**config.mk**
```make
export PLATFORM = sky130hd
export DESIGN_NAME = serial_abs_converter
export DESIGN_NICKNAME = d
export VERILOG_FILES = /design/src/rtl/conv_pkg.sv /design/src/rtl/one_bit_adder.sv /design/src/rtl/serial_abs_converter.sv
export SDC_FILE = /design/constraint.sdc
export NUM_CORES = 1
export LEC_CHECK = 0
export CAP_MARGIN = 15
export CORE_MARGIN = 4
export CORE_UTILIZATION = 40
export DETAILED_ROUTE_END_ITERATION = 8
export HOLD_SLACK_MARGIN = 0.06
export PLACE_DENSITY = 0.63
export SYNTH_ARGS = -nofsm -noshare
export SYNTH_HDL_FRONTEND = slang
export SYNTH_SLANG_ARGS = --single-unit
```
**constraint.sdc**
```tcl
create_clock -name clk -period 2.4 [get_ports clk]
set_input_delay 0.24 -clock clk [delete_from_list [all_inputs] [get_ports clk]]
set_output_delay 0.24 -clock clk [all_outputs]
set_load 0.05 [all_outputs]
```
**src/rtl/conv_pkg.sv**
```systemverilog
// Shared types and limits for the serial magnitude converter.
// Latency: n/a (types and constants only).
// Backpressure: n/a.
package conv_pkg;

    // Largest word width the converter supports.
    localparam int MAX_WIDTH = 32;

    // Control states of the bit-serial converter.
    typedef enum logic [1:0] {
        IDLE  = 2'd0,
        SHIFT = 2'd1,
        DONE  = 2'd2
    } conv_state_e;

endpackage

```
**src/rtl/one_bit_adder.sv**
```systemverilog
// Single-bit full adder, shared across bit positions by the serial converter.
// Latency: purely combinational.
// Backpressure: none.
module one_bit_adder (
    input  logic a,
    input  logic b,
    input  logic C_in,
    output logic C_out,
    output logic sum
);

    assign sum   = a ^ b ^ C_in;
    assign C_out = (a & b) | (a & C_in) | (b & C_in);

endmodule

```
**src/rtl/serial_abs_converter.sv**
```systemverilog
// Bit-serial two's-complement to magnitude converter built around one shared 1-bit adder.
// Latency: accept at edge T0, result valid after edge T0+WIDTH-1; one word per WIDTH+1 cycles best case.
// Backpressure: holds the result stable in DONE until out_ready; accepts new words only in IDLE.
module serial_abs_converter
    import conv_pkg::*;
#(
    parameter int WIDTH = 4
) (
    input  logic             clk,
    input  logic             rst_n,
    input  logic             in_valid,
    output logic             in_ready,
    input  logic [WIDTH-1:0] in_data,
    output logic             out_valid,
    input  logic             out_ready,
    output logic [WIDTH-1:0] out_data,
    output logic             out_ovf,
    output logic             busy
);

    localparam int            CW       = $clog2(WIDTH);
    // Index of the last low bit; the sign position is never processed.
    localparam logic [CW-1:0] LAST_IDX = CW'(WIDTH - 2);

    if (WIDTH < 2 || WIDTH > MAX_WIDTH) begin : g_width_check
        $error("serial_abs_converter: WIDTH %0d outside 2..%0d", WIDTH, MAX_WIDTH);
    end

    conv_state_e       state_q;
    conv_state_e       state_d;

    logic [WIDTH-1:0]  src_q;
    logic              sign_q;
    logic              carry_q;
    logic [CW-1:0]     cnt_q;
    logic [WIDTH-1:0]  res_q;
    logic              ovf_q;

    logic              accept;
    logic              shift_en;
    logic              last_bit;
    logic              add_a;
    logic              add_sum;
    logic              add_cout;

    // Handshake strobes decode from the state register alone.
    assign in_ready  = (state_q == IDLE);
    assign out_valid = (state_q == DONE);
    assign busy      = (state_q != IDLE);

    assign accept   = in_ready && in_valid;
    assign shift_en = (state_q == SHIFT);
    assign last_bit = shift_en && (cnt_q == LAST_IDX);

    // Conditional inversion of the current bit; the sign enters as the initial carry,
    // so the ripple forms ~x + 1 for negatives and x + 0 for non-negatives.
    assign add_a = src_q[cnt_q] ^ sign_q;

    one_bit_adder u_adder (
        .a     (add_a),
        .b     (1'b0),
        .C_in  (carry_q),
        .C_out (add_cout),
        .sum   (add_sum)
    );

    // The MSB of res_q is never written, so the magnitude's top bit is always zero.
    assign out_data = res_q;
    assign out_ovf  = ovf_q;

    // State register.
    always_ff @(posedge clk or negedge rst_n) begin
        if (!rst_n) begin
            state_q <= IDLE;
        end else begin
            state_q <= state_d;
        end
    end

    // Next-state decode: accept in IDLE, ripple through low bits, hold result until taken.
    always_comb begin
        state_d = state_q;
        unique case (state_q)
            IDLE: begin
                if (in_valid) begin
                    state_d = SHIFT;
                end
            end
            SHIFT: begin
                if (last_bit) begin
                    state_d = DONE;
                end
            end
            DONE: begin
                if (out_ready) begin
                    state_d = IDLE;
                end
            end
            default: begin
                state_d = IDLE;
            end
        endcase
    end

    // Datapath: capture the word on accept, then produce one result bit per SHIFT cycle.
    always_ff @(posedge clk or negedge rst_n) begin
        if (!rst_n) begin
            src_q   <= '0;
            sign_q  <= 1'b0;
            carry_q <= 1'b0;
            cnt_q   <= '0;
            res_q   <= '0;
            ovf_q   <= 1'b0;
        end else if (accept) begin
            src_q   <= in_data;
            sign_q  <= in_data[WIDTH-1];
            carry_q <= in_data[WIDTH-1];
            cnt_q   <= '0;
            res_q   <= '0;
            ovf_q   <= 1'b0;
        end else if (shift_en) begin
            res_q[cnt_q] <= add_sum;
            carry_q      <= add_cout;
            if (cnt_q == LAST_IDX) begin
                // A carry out of the last low bit only happens for the most-negative word.
                ovf_q <= add_cout;
            end else begin
                cnt_q <= cnt_q + 1'b1;
            end
        end
    end

endmodule

```
-- After elaboration in Yosys (flattened, before gate mapping)
Index checks and enable logic that the tools add are counted.
- add/sub/neg operators: 1
- $lt $le $gt $ge: 2
- bitwise logic cells: 3
- eq/ne operators: 7
- mux-type cells: 19
- reductions and logical operators: 10
- operators by type and width (kind ; count):
    two-way mux 2 bit ; 6
    two-way mux 4 bit ; 2
    two-way mux 1 bit ; 7
    one-hot mux 2 bit (3 select lines) ; 1
    nonzero test 2 bit ; 3
    bitwise mux 4 bit ; 1
    == test 2 bit, second input constant ; 2
    inequality test 2 x 1 -> 1 bit, second input constant ; 2
    inequality test 2 bit, second input constant ; 2
    AND reduction 2 bit ; 2
    logical AND 1 bit ; 3
    < comparator 2 x 3 -> 1 bit, second input constant ; 1
    AND reduction 3 bit ; 1
    adder 2 x 1 -> 2 bit, second input constant ; 1
    binary-select mux 1 bit (select 2 bit) ; 1
    demux 1 bit (select 2 bit) ; 1
    == test 2 x 1 -> 1 bit, second input constant ; 1
    >= comparator 2 x 1 -> 1 bit, second input constant ; 1
    logical NOT 2 bit ; 1
    XOR 1 bit ; 2
    AND 1 bit ; 1
- input port bits: 8
- output and inout port bits: 8
- register bits: 15
- word-level logic and storage cells: 49

-- Logic depth before layout (Yosys ltp)
- word-level depth: 7
- depth in mapped cells: 7
- depth with buffers taken out: 7

-- Modules after synthesis
A second synthesis with hierarchy kept.
- cell total of the unflattened synthesis: 68
- area, all modules: 807.0 sq um
- by module, submodules not included (module ; instances ; area each (sq um) ; cells each ; sequential area each (sq um)):
    serial_abs_converter ; 1 ; 787.0 ; 67 ; 350.3
    one_bit_adder ; 1 ; 20.0 ; 1 ; 0.0

-- Worst setup path after synthesis
OpenSTA, ideal clock, no wires.
- path type: register to register
- from: register src_q[3]
- to: register res_q[3], in the netlist out_data[3]
- data required time: 2.279 ns
- slack: 0.700 ns
- arrival time: 1.579 ns
- path buffers: 0
- stages on the path, launching flop included: 8
- setup time: 0.121 ns
- clock period less this slack: 1.700 ns
- cell sequence: dfrtp_1 -> xor2_1 -> mux2i_1 -> o21ai_0 -> ha_1 -> nor2b_1 -> mux2_2 -> a22o_1
- cells in the longest elaborated chain, start to end: 7
- RTL lines (item ; line ; text):
    start, declared ; serial_abs_converter.sv:32 ; logic [WIDTH-1:0] src_q;
    start signal, assigned ; serial_abs_converter.sv:115 ; src_q <= in_data;
    binary-select mux 1 bit (select 2 bit) ; serial_abs_converter.sv:57 ; assign add_a = src_q[cnt_q] ^ sign_q;
    two-way mux 1 bit (not written as such) ; serial_abs_converter.sv:57 ;
    XOR 1 bit ; serial_abs_converter.sv:57 ;
    XOR 1 bit ; one_bit_adder.sv:12 ; assign sum = a ^ b ^ C_in;
    bitwise mux 4 bit ; serial_abs_converter.sv:122 ; res_q[cnt_q] <= add_sum;
    two-way mux 4 bit ; serial_abs_converter.sv:121 ; end else if (shift_en) begin
    two-way mux 4 bit ; serial_abs_converter.sv:114 ; end else if (accept) begin
    end signal, assigned by index ; serial_abs_converter.sv:122 ;
    end, declared ; serial_abs_converter.sv:36 ; logic [WIDTH-1:0] res_q;
Every way passes these cells. The select of a mux whose other input is x is not followed.
A chain may end at the register's enable or synchronous reset.

-- Final worst setup path
- from: register state_q[1]
- to: output out_valid
- cells in the longest elaborated chain, start to end: 1
- RTL lines (item ; line ; text):
    start, declared ; serial_abs_converter.sv:29 ; conv_state_e state_q;
    start signal, assigned ; serial_abs_converter.sv:76 ; state_q <= state_d;
    == test 2 bit ; serial_abs_converter.sv:48 ; assign out_valid = (state_q == DONE);
    end, declared ; serial_abs_converter.sv:14 ; output logic out_valid,
Every way passes these cells.

==> key figures <==
Die
  • Die Wd: 51.9 um
  • Num rows: 15
  • I/O pins: 16
  • Initial Util: 0.433
  • Die height: 51.9 um
  • DIE AREA: 2700 um2
  • Core area: 1780 um2

Synthesis
  • Cell Area, Synth: 772 um2
  • Top-area cell type share of the netlist area: 0.454
  • Dominant cells by area after synthesis: dfrtp_1 (45%), ha_1 (8.1%), mux2_4 (7.8%), mux2i_1 (5.2%), inv_1 (3.4%)
  • Syn nets: 85
  • Cells after synthesis: 72
  • XOR/XNOR share of the synthesized area: 0.0340
  • Async S/R FF share, synth: 1.00
  • Most frequent cells after synthesis: dfrtp_1 (14), inv_1 (7), nand2_1 (6)
  • Synth Area in Adders: 0.0810
  • Flops & latches, synth: 14
  • Synth Area in Simple Gates: 0.120
  • Yosys cell types: 26
  • Post-synth EDFFs: 0
  • Synth area leader: dfrtp_1
  • Ys Warns: 0
  • Seq/Total Area, Yosys: 0.454
  • Post-synthesis mux area share: 0.144
  • Mapped Avg Cell Area: 10.7 um2
  • Compound-Gate Fraction of Synth Area: 0.117
  • Largest family of logic cells by synthesized area: multiplexers
  • Top_reg_cell synth: dfrtp_1
  • Count leader, synth: dfrtp_1

Drt
  • DR vias: 571
  • Vias per cell: 5.05
  • DRC: 0
  • Antenna viol nets, final: 0
  • Initial DRC Count: 5
  • DR WL/cell: 13.4 um
  • Final wirelength: 1510 um
  • DR pass1 iterations: 4

Clock network
  • Gates resized, CTS repair: 0
  • Post-CTS Setup Inserts: 0
  • Clock Latency Late Sink: 0.28 ns
  • Clock-pin slew on the worst setup and hold paths: 0.09 ns
  • H-Tree Depth: 1
  • Post-CTS Hold Buffers: 0
  • Root Buffer Master: clkbuf_4
  • CTS tree: yes
  • Clk sinks: 14
  • Total CTS buffers: 3
  • CTS Buffer Depth: 2

Global routing
  • Antenna violations before repair: 0
  • Tot GR Track Use: 0.121
  • Vias in the first global route: 519
  • First-pass GRT wire length: 2420 um
  • Largest net degree at the start of global routing: 15
  • Grt ovf: 0

Worst setup path
  • Worst R2R Start: src_q[3]$_DFFE_PN0P_
  • Slowest stage delay, CP: 0.81 ns
  • Reg-to-reg endpoint: out_data[3]$_DFFE_PN0P_
  • Crit Path Class: flop to primary output
  • Critical path required time: 2.16 ns
  • Worst setup SP type: flop
  • CP Cell Sequence: inv_1 > nor2_1 > clkdlybuf4s50_1
  • Reg2Reg Setup Slack: 0.56 ns
  • Slowest-stage cell, CP: clkdlybuf4s50_1
  • CP startpoint: state_q[1]$_DFFE_PN0P_
  • R2R cell count: 7
  • CP Max Fanout: 7
  • Endpoint class of the critical path: primary output
  • Worst EP arrival: 1.83 ns

Timing
  • Setup violations, final: 0
  • Tcrit/Tclk final: 0.864
  • Fmax: 482 MHz
  • Min Tclk post-route: 2.07 ns
  • Worst Max-Slew Pin Slew: 0.639 ns
  • RSZ-0062 raised after global routing: no
  • Fin. Hold Viols: 0
  • Slew Limit Fails: 0
  • Post-Route Skew: 0.00344 ns
  • Setup tns final: 0 ns
  • Relative slew slack: 0.573

Min path
  • Tightest Hold Check Type: input pin to asynchronous set/reset pin

Cells and area
  • Area grow syn2layout: 24.8%
  • Layout Nets: 103
  • Fin cells: 113
  • Ant diodes: 0
  • Filler cells: 161
  • Share of cells above drive strength 1: 0.125
  • Design area: 963 um2
  • Post-layout util: 0.540

Power and ir drop
  • Worst IR Drop VDD: 0.802 mV
  • PD cells: 1480 nW/um2
  • Leakage: 0.428 nW

Placed design
  • Area post-placement: 941 um2
  • Placed Cells incl. Taps: 110
  • DP HPWL: 1100 um
  • Gpl congestion: 0.829
  • Input/output buffers: 15

Job
  • Max Cap Violations: 0

Run status
  • Status: complete, no violations
-- layout make-up --
class	instances	area, um2	area share
clock buffers	3	22.5	0.0234
inverters	7	26.3	0.0273
multi-input cells	49	383	0.397
flip-flops and latches	14	350	0.364
well taps	25	31.3	0.0325
repair buffers	15	150	0.156
-- state kept, by name, summed over array words and instances, names as in the netlist --
signal	cells
carry_q	1
src_q	4
out_ovf	1
cnt_q	2
state_q	2
out_data	4
-- routing by layer --
layer  global-route usage  vias up  wire (um)
met5                    0        -          0
met4               0.0524        0         12
met3               0.0258        2         44
met2                0.182        5        706
met1                0.166      284        746
li1                     -      280          -
-- stage by stage --
stage	power (W)	worst slack, ns	hold WS (ns)
floorplan	0.00108	0.700	-0.0556
finish	0.00143	0.326	0.349
global placement	0.00129	0.626	0.500
detailed placement	0.00129	0.565	0.500
CTS	0.00143	0.321	0.367
global route	0.00152	0.258	0.395
-- critical path: cells and delay by family, from the launching register on --
family | cells | cell delay, ns
buffers and inverters | 2 | 0.95
flip-flops | 1 | 0.48
AND/OR/NAND/NOR | 1 | 0.12
-- power breakdown --
part           total, W  switching (W)  internal (W)
Sequential     0.000471       0.000132      0.000339
Clock          0.000134      0.0000763     0.0000581
Combinational  0.000819       0.000462      0.000358
Total           0.00143       0.000670      0.000755
-- worst max path at each step --
stage | cells after the start | end
2_1_floorplan | 7 | out_data[3]$_DFFE_PN0P_
3_3_place_gp | 3 | out_valid
3_5_place_dp | 7 | out_data[3]$_DFFE_PN0P_
4_1_cts | 3 | out_valid
5_1_grt | 3 | out_valid
6_report | 3 | out_valid
-- logic make-up (layout without fill, tap and decap cells) --
family                   Yosys count  after routing
AND/OR/NAND/NOR                   18             18
AO/OA/AOI/OAI                     14             14
flip-flops                        14             14
multiplexers                       9              9
buffers and inverters              9             25
adder cells (fa/ha/maj)            5              5
XOR/XNOR                           3              3
-- cells in the final DEF (no fill, tap or decap), types with 2 or more instances in the layout --
cell type         n
ha_1              5
inv_1             7
a21oi_1           3
o21ai_0           5
xor2_1            3
mux2_4            4
dfrtp_1          14
nand3_1           3
nor2b_1           2
mux2i_1           4
clkbuf_4          3
nand2_1           6
nand2b_1          2
clkdlybuf4s50_1  15
(Power assumes the default switching activity.)
